File: src/rtl/uart_pkg.sv
// Shared types and constants for the UART receiver slice: FSM state
// encoding, legal oversample ratios, the per-byte error record and the
// even-parity check helper.
package uart_pkg;

  // Legal oversample ratios (ticks per bit)
  localparam int OVS_8  = 8;
  localparam int OVS_16 = 16;

  // Receiver FSM states
  typedef enum logic [2:0] {
    ST_IDLE   = 3'd0,
    ST_START  = 3'd1,
    ST_DATA   = 3'd2,
    ST_PARITY = 3'd3,
    ST_STOP   = 3'd4
  } uart_rx_state_e;

  // Error flags captured alongside a received byte
  typedef struct packed {
    logic parity;
    logic frame;
  } uart_rx_err_t;

  // Even parity: the eight data bits plus the parity bit must XOR to 0
  function automatic logic even_par_err(input logic [7:0] data, input logic par_bit);
    return (^data) ^ par_bit;
  endfunction

endpackage

File: src/rtl/uart_baud_tick.sv
// Oversample tick generator: counts 0..clk_div_i and emits one tick per
// wrap. The divisor is captured at each reload, so a new clk_div_i only
// affects the period after the current one. clear_i restarts the count so
// the bit timing lines up with a detected start edge.
module uart_baud_tick #(
  parameter int DIV_W = 32
) (
  input  logic             clk,
  input  logic             rstn,
  input  logic [DIV_W-1:0] clk_div_i,
  input  logic             clear_i,
  output logic             tick_o
);

  localparam logic [DIV_W-1:0] CNT_ONE = {{(DIV_W-1){1'b0}}, 1'b1};

  logic [DIV_W-1:0] cnt_r;
  logic [DIV_W-1:0] div_r;
  logic             tick_r;

  // Divider counter with reload-time divisor capture and registered tick
  always_ff @(posedge clk or negedge rstn) begin
    if (!rstn) begin
      cnt_r  <= {DIV_W{1'b0}};
      div_r  <= {DIV_W{1'b0}};
      tick_r <= 1'b0;
    end else if (clear_i) begin
      cnt_r  <= {DIV_W{1'b0}};
      div_r  <= clk_div_i;
      tick_r <= 1'b0;
    end else if (cnt_r == div_r) begin
      cnt_r  <= {DIV_W{1'b0}};
      div_r  <= clk_div_i;
      tick_r <= 1'b1;
    end else begin
      cnt_r  <= cnt_r + CNT_ONE;
      tick_r <= 1'b0;
    end
  end

  assign tick_o = tick_r;

endmodule

File: src/rtl/uart_rx_core.sv
// UART receiver: 2-flop line synchroniser, oversampled 3-sample majority
// voting, optional even parity and a single-entry holding register with
// valid/ready handshake, break and overrun pulses.
// Optional feature macro: UART_RX_PARITY_EN (parity checking compiled in).
module uart_rx_core
  import uart_pkg::*;
#(
  parameter int OVERSAMPLE = 16,
  parameter int DIV_W      = 32
) (
  input  logic             clk,
  input  logic             rstn,
  input  logic [DIV_W-1:0] clk_div_i,
  input  logic             rx_enable_i,
  input  logic             parity_en_i,
  input  logic             rx_i,
  output logic [7:0]       data_o,
  output logic             valid_o,
  input  logic             ready_i,
  output logic             parity_err_o,
  output logic             frame_err_o,
  output logic             break_o,
  output logic             overrun_o
);

  localparam int SW = $clog2(OVERSAMPLE);
  localparam logic [SW-1:0] SAMP_A    = SW'(OVERSAMPLE/2 - 1);
  localparam logic [SW-1:0] SAMP_B    = SW'(OVERSAMPLE/2);
  localparam logic [SW-1:0] SAMP_C    = SW'(OVERSAMPLE/2 + 1);
  localparam logic [SW-1:0] SAMP_LAST = SW'(OVERSAMPLE - 1);
  localparam logic [SW-1:0] SAMP_ONE  = {{(SW-1){1'b0}}, 1'b1};

  uart_rx_state_e state_r, state_s;
  logic         rx_meta_r, rx_sync_r, rx_prev_r;
  logic [SW-1:0] samp_cnt_r;
  logic [2:0]   bit_cnt_r;
  logic [7:0]   shift_r;
  logic         smp_a_r, smp_b_r;
  logic         par_en_r, par_err_r;
  logic [7:0]   data_r;
  uart_rx_err_t hold_err_r;
  logic         valid_r, break_r, overrun_r;

  logic tick_s, start_edge_s, maj_tick_s, bit_end_s, maj_s;
  logic frame_done_s, par_en_s;

`ifdef UART_RX_PARITY_EN
  assign par_en_s     = parity_en_i;
  assign parity_err_o = hold_err_r.parity;
`else
  logic unused_par_s;
  assign par_en_s     = 1'b0;
  assign parity_err_o = 1'b0;
  assign unused_par_s = parity_en_i ^ hold_err_r.parity;
`endif

  assign start_edge_s = (state_r == ST_IDLE) && rx_enable_i && rx_prev_r && !rx_sync_r;
  assign maj_tick_s   = tick_s && (samp_cnt_r == SAMP_C);
  assign bit_end_s    = tick_s && (samp_cnt_r == SAMP_LAST);
  // Third sample is the live synchronised line at the last vote tick
  assign maj_s        = (smp_a_r & smp_b_r) | (smp_a_r & rx_sync_r) | (smp_b_r & rx_sync_r);
  assign frame_done_s = (state_r == ST_STOP) && maj_tick_s && rx_enable_i;

  uart_baud_tick #(.DIV_W(DIV_W)) u_tick (
    .clk       (clk),
    .rstn      (rstn),
    .clk_div_i (clk_div_i),
    .clear_i   (start_edge_s),
    .tick_o    (tick_s)
  );

  // FSM state register
  always_ff @(posedge clk or negedge rstn) begin
    if (!rstn) state_r <= ST_IDLE;
    else       state_r <= state_s;
  end

  // Next-state logic; disabling the receiver aborts any frame in progress
  always_comb begin
    state_s = state_r;
    if (!rx_enable_i) begin
      state_s = ST_IDLE;
    end else begin
      case (state_r)
        ST_IDLE:   if (start_edge_s) state_s = ST_START; else state_s = ST_IDLE;
        ST_START: begin
          if (maj_tick_s && maj_s) state_s = ST_IDLE;
          else if (bit_end_s)      state_s = ST_DATA;
          else                     state_s = ST_START;
        end
        ST_DATA: begin
          if (bit_end_s && (bit_cnt_r == 3'd7)) state_s = par_en_r ? ST_PARITY : ST_STOP;
          else                                  state_s = ST_DATA;
        end
        ST_PARITY: if (bit_end_s) state_s = ST_STOP; else state_s = ST_PARITY;
        // Leave at the vote, not the bit end, so a back-to-back start edge is seen
        ST_STOP:   if (maj_tick_s) state_s = ST_IDLE; else state_s = ST_STOP;
        default:   state_s = ST_IDLE;
      endcase
    end
  end

  // Line synchroniser and previous-sample register for edge detection
  always_ff @(posedge clk or negedge rstn) begin
    if (!rstn) begin
      rx_meta_r <= 1'b1;
      rx_sync_r <= 1'b1;
      rx_prev_r <= 1'b1;
    end else begin
      rx_meta_r <= rx_i;
      rx_sync_r <= rx_meta_r;
      rx_prev_r <= rx_sync_r;
    end
  end

  // Bit-slot sampling, majority capture, data shift and parity tracking
  always_ff @(posedge clk or negedge rstn) begin
    if (!rstn) begin
      samp_cnt_r <= {SW{1'b0}};
      bit_cnt_r  <= 3'd0;
      shift_r    <= 8'h00;
      smp_a_r    <= 1'b1;
      smp_b_r    <= 1'b1;
      par_en_r   <= 1'b0;
      par_err_r  <= 1'b0;
    end else begin
      if (state_r == ST_IDLE)  samp_cnt_r <= {SW{1'b0}};
      else if (tick_s)         samp_cnt_r <= (samp_cnt_r == SAMP_LAST) ? {SW{1'b0}} : samp_cnt_r + SAMP_ONE;
      if (state_r != ST_DATA)  bit_cnt_r <= 3'd0;
      else if (bit_end_s)      bit_cnt_r <= bit_cnt_r + 3'd1;
      if (tick_s && (samp_cnt_r == SAMP_A)) smp_a_r <= rx_sync_r;
      if (tick_s && (samp_cnt_r == SAMP_B)) smp_b_r <= rx_sync_r;
      if ((state_r == ST_DATA) && maj_tick_s) shift_r <= {maj_s, shift_r[7:1]};
      if ((state_r == ST_START) && (state_s == ST_DATA)) par_en_r <= par_en_s;
      if (state_r == ST_START) par_err_r <= 1'b0;
      else if ((state_r == ST_PARITY) && maj_tick_s) par_err_r <= even_par_err(shift_r, maj_s);
    end
  end

  // Holding register with handshake, break and overrun pulses
  always_ff @(posedge clk or negedge rstn) begin
    if (!rstn) begin
      data_r     <= 8'h00;
      hold_err_r <= '{parity: 1'b0, frame: 1'b0};
      valid_r    <= 1'b0;
      break_r    <= 1'b0;
      overrun_r  <= 1'b0;
    end else begin
      break_r   <= frame_done_s && (shift_r == 8'h00) && !maj_s;
      overrun_r <= frame_done_s && valid_r && !ready_i;
      if (frame_done_s && (!valid_r || ready_i)) begin
        data_r            <= shift_r;
        hold_err_r.frame  <= !maj_s;
        hold_err_r.parity <= par_en_r & par_err_r;
        valid_r           <= 1'b1;
      end else if (valid_r && ready_i) begin
        valid_r <= 1'b0;
      end
    end
  end

  assign data_o      = data_r;
  assign valid_o     = valid_r;
  assign frame_err_o = hold_err_r.frame;
  assign break_o     = break_r;
  assign overrun_o   = overrun_r;

endmodule

File: config.mk
export PLATFORM = sky130hd
export DESIGN_NAME = uart_rx_core
export DESIGN_NICKNAME = d
export VERILOG_FILES = /design/src/rtl/uart_pkg.sv /design/src/rtl/uart_baud_tick.sv /design/src/rtl/uart_rx_core.sv
export SDC_FILE = /design/constraint.sdc
export NUM_CORES = 1
export LEC_CHECK = 0
export ABC_AREA = 1
export BUFFER_PORTS_ARGS = -buffer_cell sky130_fd_sc_hd__buf_2
export CORE_MARGIN = 8
export CORE_UTILIZATION = 40
export CTS_CLUSTER_DIAMETER = 60
export CTS_CLUSTER_SIZE = 28
export DETAILED_ROUTE_END_ITERATION = 8
export PLACE_DENSITY = 0.65
export SYNTH_ARGS = -nofsm -noshare
export SYNTH_HDL_FRONTEND = slang
export SYNTH_SLANG_ARGS = --single-unit
File: constraint.sdc
create_clock -name clk -period 2.6 [get_ports clk]
set_input_delay 0.52 -clock clk [delete_from_list [all_inputs] [get_ports clk]]
set_output_delay 0.52 -clock clk [all_outputs]
set_load 0.02 [all_outputs]
# Yosys cells after proc, flatten, opt, wreduce, memory -nomap -nowiden

Index checks and enable logic that the tools add are counted.

Flip-flop bits (word level): 100
Latch bits: 0
Bits in writable memories: 0
Memory bits (read-only): 0
Input port bits: 38
Output and inout bits: 13
Memories kept: 0

Add/subtract/negate cells: 3
Multipliers: 0
Divide/modulo/power cells: 0
Order comparisons: 0
Equal/unequal tests: 11
Shift-type cells: 0
Mux-type cells: 21
Bitwise gates (word level): 5
Reductions and logical operators: 29

Operators by type and width:

| cell                  | count |
|---|---|
| $mux 32               | 4 |
| $add 32x1->32 const B | 1 |
| $eq 32x32->1          | 1 |
| $logic_and 1x1->1     | 18 |
| $mux 3                | 6 |
| $pmux 3 s5            | 1 |
| $eq 4x4->1 const B    | 3 |
| $mux 4                | 3 |
| $logic_not 8->1       | 1 |
| $reduce_bool 2->1     | 4 |
| $eq 3x2->1 const B    | 2 |
| $eq 3x3->1 const B    | 2 |
| $mux 1                | 5 |
| $add 4x1->4 const B   | 1 |
| $eq 4x3->1 const B    | 1 |
| $logic_not 1->1       | 4 |
| $mux 2                | 2 |
| $add 3x1->3 const B   | 1 |
| $and 1x1->1           | 3 |
| $eq 3x1->1 const B    | 1 |
| $logic_not 3->1       | 1 |
| $ne 3x2->1 const B    | 1 |
| $or 1x1->1            | 2 |
| $logic_or 1x1->1      | 1 |

# Depth between registers and ports, before layout

Gate-level depths: netlist (run 1).

Depth after elaboration: 7
Mapped depth: 12

# Modules after synthesis

A second synthesis (run 1) with hierarchy kept.

Cell total of the unflattened synthesis: 651
Area, all modules: 5187.5 µm²

By module, submodules not included:

| module         | instances | cells an instance | area each (µm²) |
|---|---|---|---|
| uart_baud_tick | 1         | 457               | 3532.1 |
| uart_rx_core   | 1         | 194               | 1655.3 |

# Least setup slack after synthesis (run 1)

OpenSTA, ideal clock, no wires.

Path type: flip-flop to flip-flop
Start point: register u_tick.cnt_r[0]
End point: register u_tick.cnt_r[26]
Setup time: 0.122 ns
Data arrival time: 1.379 ns
Data required time: 2.478 ns
Setup slack: 1.099 ns
Stages on the path, launching flop included: 9
Clock period less this slack: 1.501 ns
Path through: dfrtp_1 > ha_1 > nand2_1 > nor2_2 > nand3_1 > nor3_1 > nand3_1 > nand3_1 > nor2_1

Cells in the longest elaborated chain, start to end: 3
Elaborated cells on any way between the ends: 4
Those cells by class: 1 x add/sub; 1 x eq/ne; 2 x mux

RTL lines:

| item                                                 | RTL line                                   | text |
|---|---|---|
| start: declaration                                   | uart_baud_tick.sv:17                       | `logic [DIV_W-1:0] cnt_r;` |
| start signal: assignment                             | uart_baud_tick.sv:24                       | `cnt_r <= {DIV_W{1'b0}};` |
| start signal: assignment                             | uart_baud_tick.sv:28                       | `cnt_r <= {DIV_W{1'b0}};` |
| start signal: assignment                             | uart_baud_tick.sv:32                       | `cnt_r <= {DIV_W{1'b0}};` |
| $add 32x1->32 / $eq 32x32->1 (equally long branches) | uart_baud_tick.sv:36, uart_baud_tick.sv:31 |  |
| $mux 32 *                                            | uart_baud_tick.sv:31                       | `end else if (cnt_r == div_r) begin` |
| $mux 32 *                                            | uart_baud_tick.sv:27                       | `end else if (clear_i) begin` |

Mark *: on every way between the ends. The rest lies on a longest branch, timed or not.
A chain may end at the register's enable or synchronous reset.

# Worst setup path in the final report (run 1)

Start point: register state_r[1]
End point: register u_tick.div_r[30]

Cells in the longest elaborated chain, start to end: 5
Elaborated cells on any way between the ends: 6
Those cells by class: 1 x mux; 5 x reduce/logical

RTL lines:

| item                                                | RTL line             | text |
|---|---|---|
| start: declaration                                  | uart_rx_core.sv:33   | `uart_rx_state_e state_r, state_s;` |
| start signal: assignment                            | uart_rx_core.sv:75   | `else state_r <= state_s;` |
| $logic_not 3->1 *                                   | uart_rx_core.sv:57   | `assign start_edge_s = (state_r == ST_IDLE) && rx_enable_i && rx_prev_r && !rx_sync_r;` |
| $logic_and 1x1->1 * (3 in a row)                    | uart_rx_core.sv:57   |  |
| $mux 32 / $reduce_bool 2->1 (equally long branches) | -                    |  |
| end signal: assignment                              | uart_baud_tick.sv:25 | `div_r <= {DIV_W{1'b0}};` |
| end signal: assignment                              | uart_baud_tick.sv:29 | `div_r <= clk_div_i;` |
| end signal: assignment                              | uart_baud_tick.sv:33 | `div_r <= clk_div_i;` |
| end: declaration                                    | uart_baud_tick.sv:18 | `logic [DIV_W-1:0] div_r;` |

Marks and branches as above.

==> results of run 1 <==
==> cell families (layout without fill, tap and decap cells) <==
logic type      after synthesis  after routing  synth area share [%]
mux                           1              1                 0.222
other cells                   1              1                0.0738
compound gates               33             33                  3.52
buf+inv                      82            136                  7.24
xor+xnor                     45             45                  7.75
fa+ha+maj                     7              7                  1.67
simple gates                366            366                  30.2
flops                       100            100                  49.4
==> metal layers <==
layer / global-route usage (%) / share of wire (%)
met1: 17.1 / 44
met2: 24.1 / 49
met4: 5.18 / 1.3
met3: 4.55 / 5.8
met5: 0 / 0
==> metrics by stage <==
stage	util [%]	area (um^2)	cells	hold WS (ns)	setup slack [ns]
after floorplan	-	5080	635	0.224	1.10
after detailed placement	43.8	5480	845	0.350	0.590
final	46.1	5770	861	0.0824	0.608
after global placement	43.8	5480	845	0.348	0.697
after CTS	46.1	5770	861	0.0779	0.558
after global routing	46.1	5770	861	0.102	0.386
==> power by group <==
part	switching (mW)	total, mW	internal [mW]
Combinational	0.246	0.453	0.207
Sequential	0.123	1.81	1.69
Clock	0.633	1.31	0.676
==> layout make-up <==
cell class	count	area share [%]
sequential	100	43.5
tap	172	3.73
inverter	66	4.29
clock inverter	7	1.15
timing repair buffer	54	5.20
multi-input combinational	453	38.2
clock buffer	9	3.90
==> cells in the mapped netlist, drive strengths merged <==
cell type  number  share of area, %
nor2           80               6.1
nand3          55               5.5
o2111ai         1              0.17
nand3b          1              0.15
maj3            1              0.20
xnor2          26               4.5
a22oi           1              0.15
o22ai           1              0.12
mux2            1              0.22
nor4            1              0.12
inv            66               4.9
o21bai          1              0.15
xor2           19               3.3
nand4           9               1.4
dfrtp          95                47
ha              6               1.5
nor3           20               2.0
clkbuf          3              0.22
conb            1             0.074
o21ai          22               2.2
a31oi           3              0.37
nand2         199                15
a21oi           4              0.39
nor3b           1              0.15
buf            13               2.1
dfstp           5               2.6
==> critical path, stage by stage (launching register included) <==
cell and delay, ns:
dfrtp_1 0.43, nor2_1 0.22, inv_1 0.08, nor2_2 0.21
nand4_4 0.31, nand2_2 0.18, buf_4 0.32, nand2_1 0.10
nand2_1 0.08
==> flip-flops by register name, summed over array words and instances (netlist names), 3 cells and up <==
signal	cells
u_tick.cnt_r	32
u_tick.div_r	32
shift_r	8
state_r	3
data_o	8
samp_cnt_r	4
bit_cnt_r	3
==> worst max-delay path by stage <==
stage | start | slack (ns) | to
2_1_floorplan | u_tick.cnt_r[0] | 1.10 | u_tick.cnt_r[26]
3_3_place_gp | state_r[1] | 0.70 | u_tick.div_r[4]
3_5_place_dp | state_r[1] | 0.59 | u_tick.div_r[30]
4_1_cts | state_r[1] | 0.56 | u_tick.div_r[30]
5_1_grt | state_r[1] | 0.39 | u_tick.div_r[11]
6_report | state_r[1] | 0.61 | u_tick.div_r[30]
==> results.yml, run 1 <==
setup_path:
  rr_endpoint: "u_tick.div_r[30]"
  path_max_fanout: 32
  crit_type: "flip-flop to flip-flop"
  crit_path_start_kind: "flip-flop"
  r2r-start: "state_r[1]"
  worstPathRequired_ns: 2.89
  crit_path_end_kind: "flip-flop"
  arrival_ns: 2.29
  r2r.worst_path.cells: 8
  reg2reg_slack_ns: 0.61
grt:
  groute.usage.overall_pct: 14.4
  grt-ovfl-total: 0
  grt_antenna_before_repair: 0
  grt_pass1_vias: 4128
  grt_pass1_wl_mm: 19.1
  grt_max_degree: 48
cts:
  htreeDepth: 3
  clockBufferDepth: 2
  holdBufCountCts: 0
  cts_buffers: 9
  cts.clk_slew.worst_paths_ns: 0.07
  tritoncts: "done"
  clk_latency_ns: 0.35
  root_buffer: "clkbuf_16"
  cts_sinks: 100
  post_cts_resized: 0
  post_cts_buffers: 0
drt:
  vias: 4087
  drc_errors: 0
  wl_per_cell_um: 12.8
  via_per_inst: 4.75
  wl_mm: 11.1
  dr.pass1.iters: 7
  ant_nets: 0
  first_iter_violations: 202
cells_and_area:
  drive_above_1_share_pct: 12.2
  multiInputGateArea_mm2: 0.00221
  final_common_cell: "nand2_1"
  final_cell_mix: "197 x nand2_1, 95 x dfrtp_1, 77 x nor2_1"
  nets: 728
  fillers: 1273
  syn_to_final_growth_pct: 13.5
  ff_latch_area_mm2: 0.00251
  num_antenna_cells: 0
sta:
  hold_viol: 0
  rsz0062_at_grt: "no"
  fin_skew_ns: 0.00571
  drv_slew: 0
  max_slew_margin_pct: 60.6
  post-route-min-period_ns: 1.99
  clock.fmax_ghz: 0.502
  finalSetupViolations: 0
  worst_pin_slew_ns: 0.587
  timing.setup.tns_ns: 0
  min_period_over_period_pct: 76.6
synth:
  ys_seq_area_share_pct: 49.4
  synthCells: 635
  avgSynthCellArea_um2: 8.00
  synth-seq-cells: 100
  synth.distinct_cells: 35
  synthesis.area_mm2: 0.00508
  yosys_warnings: 0
  synth_nets: 679
power:
  peakVddDrop_mv: 0.288
  leakagePower_nw: 2.74
  fin_total_pwr_mw: 3.57
  power_density_mw_per_mm2: 619
job:
  maxCapViolCount: 0
floorplan:
  die_height_um: 129
  start_util_pct: 40.6
  core_area_mm2: 0.0125
  die_x_um: 129
  ios: 51
  die_area_mm2: 0.0166
  row_count: 41
placed_design:
  dp_hpwl_mm: 8.18
  io_buffers: 48
  gp_congestion: 0.896
worst_hold_path:
  worst_hold_path_type: "input pin to asynchronous set/reset pin"
status:
  status: "completed"
Power figures use the tool's default switching activity.
==> run 2: changes to the inputs <==
==> constraint.sdc (replaced) <==
create_clock -name clk -period 1.93 [get_ports clk]
set_input_delay 0.386 -clock clk [delete_from_list [all_inputs] [get_ports clk]]
set_output_delay 0.386 -clock clk [all_outputs]
set_load 0.02 [all_outputs]
==> run 2 against run 1 <==
Net effect: total power is 38% higher; final area is 2.4% higher; routed wire length is 2.0% higher; highest routed layer unchanged; via count is 0.34% higher; critical endpoint is now u_tick.cnt_r[29].
==> results.yml, run 2 (same netlist as run 1, synthesis figures left out) <==
job:
  maxCapViolCount: 0
sta:
  worst_pin_slew_ns: 0.531
  rsz0062_at_grt: "no"
  min_period_over_period_pct: 89.9
  finalSetupViolations: 0
  clock.fmax_ghz: 0.576
  hold_ws_ns: 0.0640
  hold_viol: 0
  max_slew_margin_pct: 64.6
  fin_skew_ns: 0.00835
  timing.setup.tns_ns: 0
  drv_slew: 0
  layout_setup_ws_ns: 0.195
  post-route-min-period_ns: 1.74
power:
  peakVddDrop_mv: 0.593
  power_density_mw_per_mm2: 835
  fin_total_pwr_mw: 4.93
  leakagePower_nw: 2.80
setup_path:
  worstPathRequired_ns: 2.17
  crit_path_end_kind: "flip-flop"
  slowest_stage: "dfrtp_1"
  reg2reg_slack_ns: 0.19
  crit_type: "flip-flop to flip-flop"
  arrival_ns: 1.97
  max_stage_delay_ns: 0.44
  rr_endpoint: "u_tick.cnt_r[29]"
  crit_top_cell: "nand2_1"
  r2r.worst_path.cells: 11
  path_max_fanout: 29
  r2r-start: "u_tick.cnt_r[20]"
  crit_path_start_kind: "flip-flop"
  crit_chain: "inv_1, nand2_1, nand2_1, nand2_1, nor2_1, nand2_1, nor2_1, nand2_2, nand2_2, clkbuf_16, nor2_1"
floorplan:
  ios: 51
  core_area_mm2: 0.0125
  die_x_um: 129
  row_count: 41
  die_height_um: 129
  start_util_pct: 40.6
  die_area_mm2: 0.0166
grt:
  groute.usage.overall_pct: 14.3
  grt_pass1_wl_mm: 18.9
  use_met2_pct: 23.7
  grt_pass1_vias: 4111
  use_met1_pct: 17.2
  grt_max_degree: 101
  top_usage_layer: "met2"
  grt_antenna_before_repair: 0
  grt-ovfl-total: 0
  grt_util_met3_pct: 3.56
cells_and_area:
  fin_cells: 871
  reg_top3: "u_tick.cnt_r: 32 flops, u_tick.div_r: 32 flops"
  nets: 738
  num_antenna_cells: 0
  final_area_mm2: 0.00591
  syn_to_final_growth_pct: 16.2
  drive_above_1_share_pct: 13.4
  final_cell_mix: "197 x nand2_1, 95 x dfrtp_1, 77 x nor2_1"
  final_core_util_pct: 47.2
  final_common_cell: "nand2_1"
placed_design:
  dp_hpwl_mm: 8.04
  dp.cells: 850
  gp_congestion: 0.871
  post-place-ws_ns: 0.146
  placed_area_mm2: 0.00553
  io_buffers: 48
cts:
  cts.clk_slew.worst_paths_ns: 0.07
  root_buffer: "clkbuf_16"
  holdBufCountCts: 0
  clockBufferDepth: 2
  cts_buffers: 9
  tritoncts: "done"
  clk_latency_ns: 0.35
  cts_sinks: 100
  htreeDepth: 3
drt:
  ant_nets: 0
  vias: 4101
  first_iter_violations: 187
  dr.pass1.iters: 4
  wl_per_cell_um: 13.0
  wl_mm: 11.3
  via_per_inst: 4.71
  drc_errors: 0
worst_hold_path:
  worst_hold_path_type: "input pin to asynchronous set/reset pin"
status:
  status: "completed"
==> run 2: worst max path at each step <==
stage,startpoint,to,slack [ns],cells past startpoint
2_1_floorplan,u_tick.cnt_r[0],u_tick.cnt_r[26],0.43,8
3_3_place_gp,u_tick.cnt_r[0],u_tick.cnt_r[22],0.18,8
3_5_place_dp,state_r[1],u_tick.div_r[4],0.15,8
4_1_cts,state_r[1],u_tick.div_r[4],0.13,8
5_1_grt,u_tick.cnt_r[0],u_tick.cnt_r[26],0.04,10
6_report,u_tick.cnt_r[20],u_tick.cnt_r[29],0.19,11
==> run 2: area by class of cell <==
| class | instances | area, um^2 |
|---|---|---|
| multi-input cells | 453 | 2210 |
| clock buffers | 9 | 225 |
| flip-flops and latches | 100 | 2510 |
| well taps | 172 | 215 |
| fillers | 1297 | 6610 |
| inverters | 66 | 248 |
| repair buffers | 64 | 418 |
| clock inverters | 7 | 82.6 |
==> run 2: report_power, final <==
part / switching, mW / leakage, nW / internal (mW)
clock network: 0.837 / 0.145 / 1.03
registers: 0.164 / 1.32 / 2.28
logic: 0.333 / 1.34 / 0.297
total: 1.33 / 2.80 / 3.60
==> run 2: timing repair <==
action / 4_1_cts / 5_1_grt
resized for setup: 0 / 1
buffers inserted: 0 / 4
endpoints found under the setup margin: 0 / 56
==> run 2: routing by layer <==
metal | part of all wire, % | up-vias
met5 | 0 | -
li1 | - | 2104
met1 | 46 | 1901
met3 | 4.0 | 22
met4 | 2.5 | 0
met2 | 47 | 74
==> run 2: worst max-delay path, delay by kind of cell, from the launching register on <==
kind	cells	cell delay, ns
buffers and inverters	2	0.36
flip-flops	1	0.44
AND/OR/NAND/NOR	9	0.80
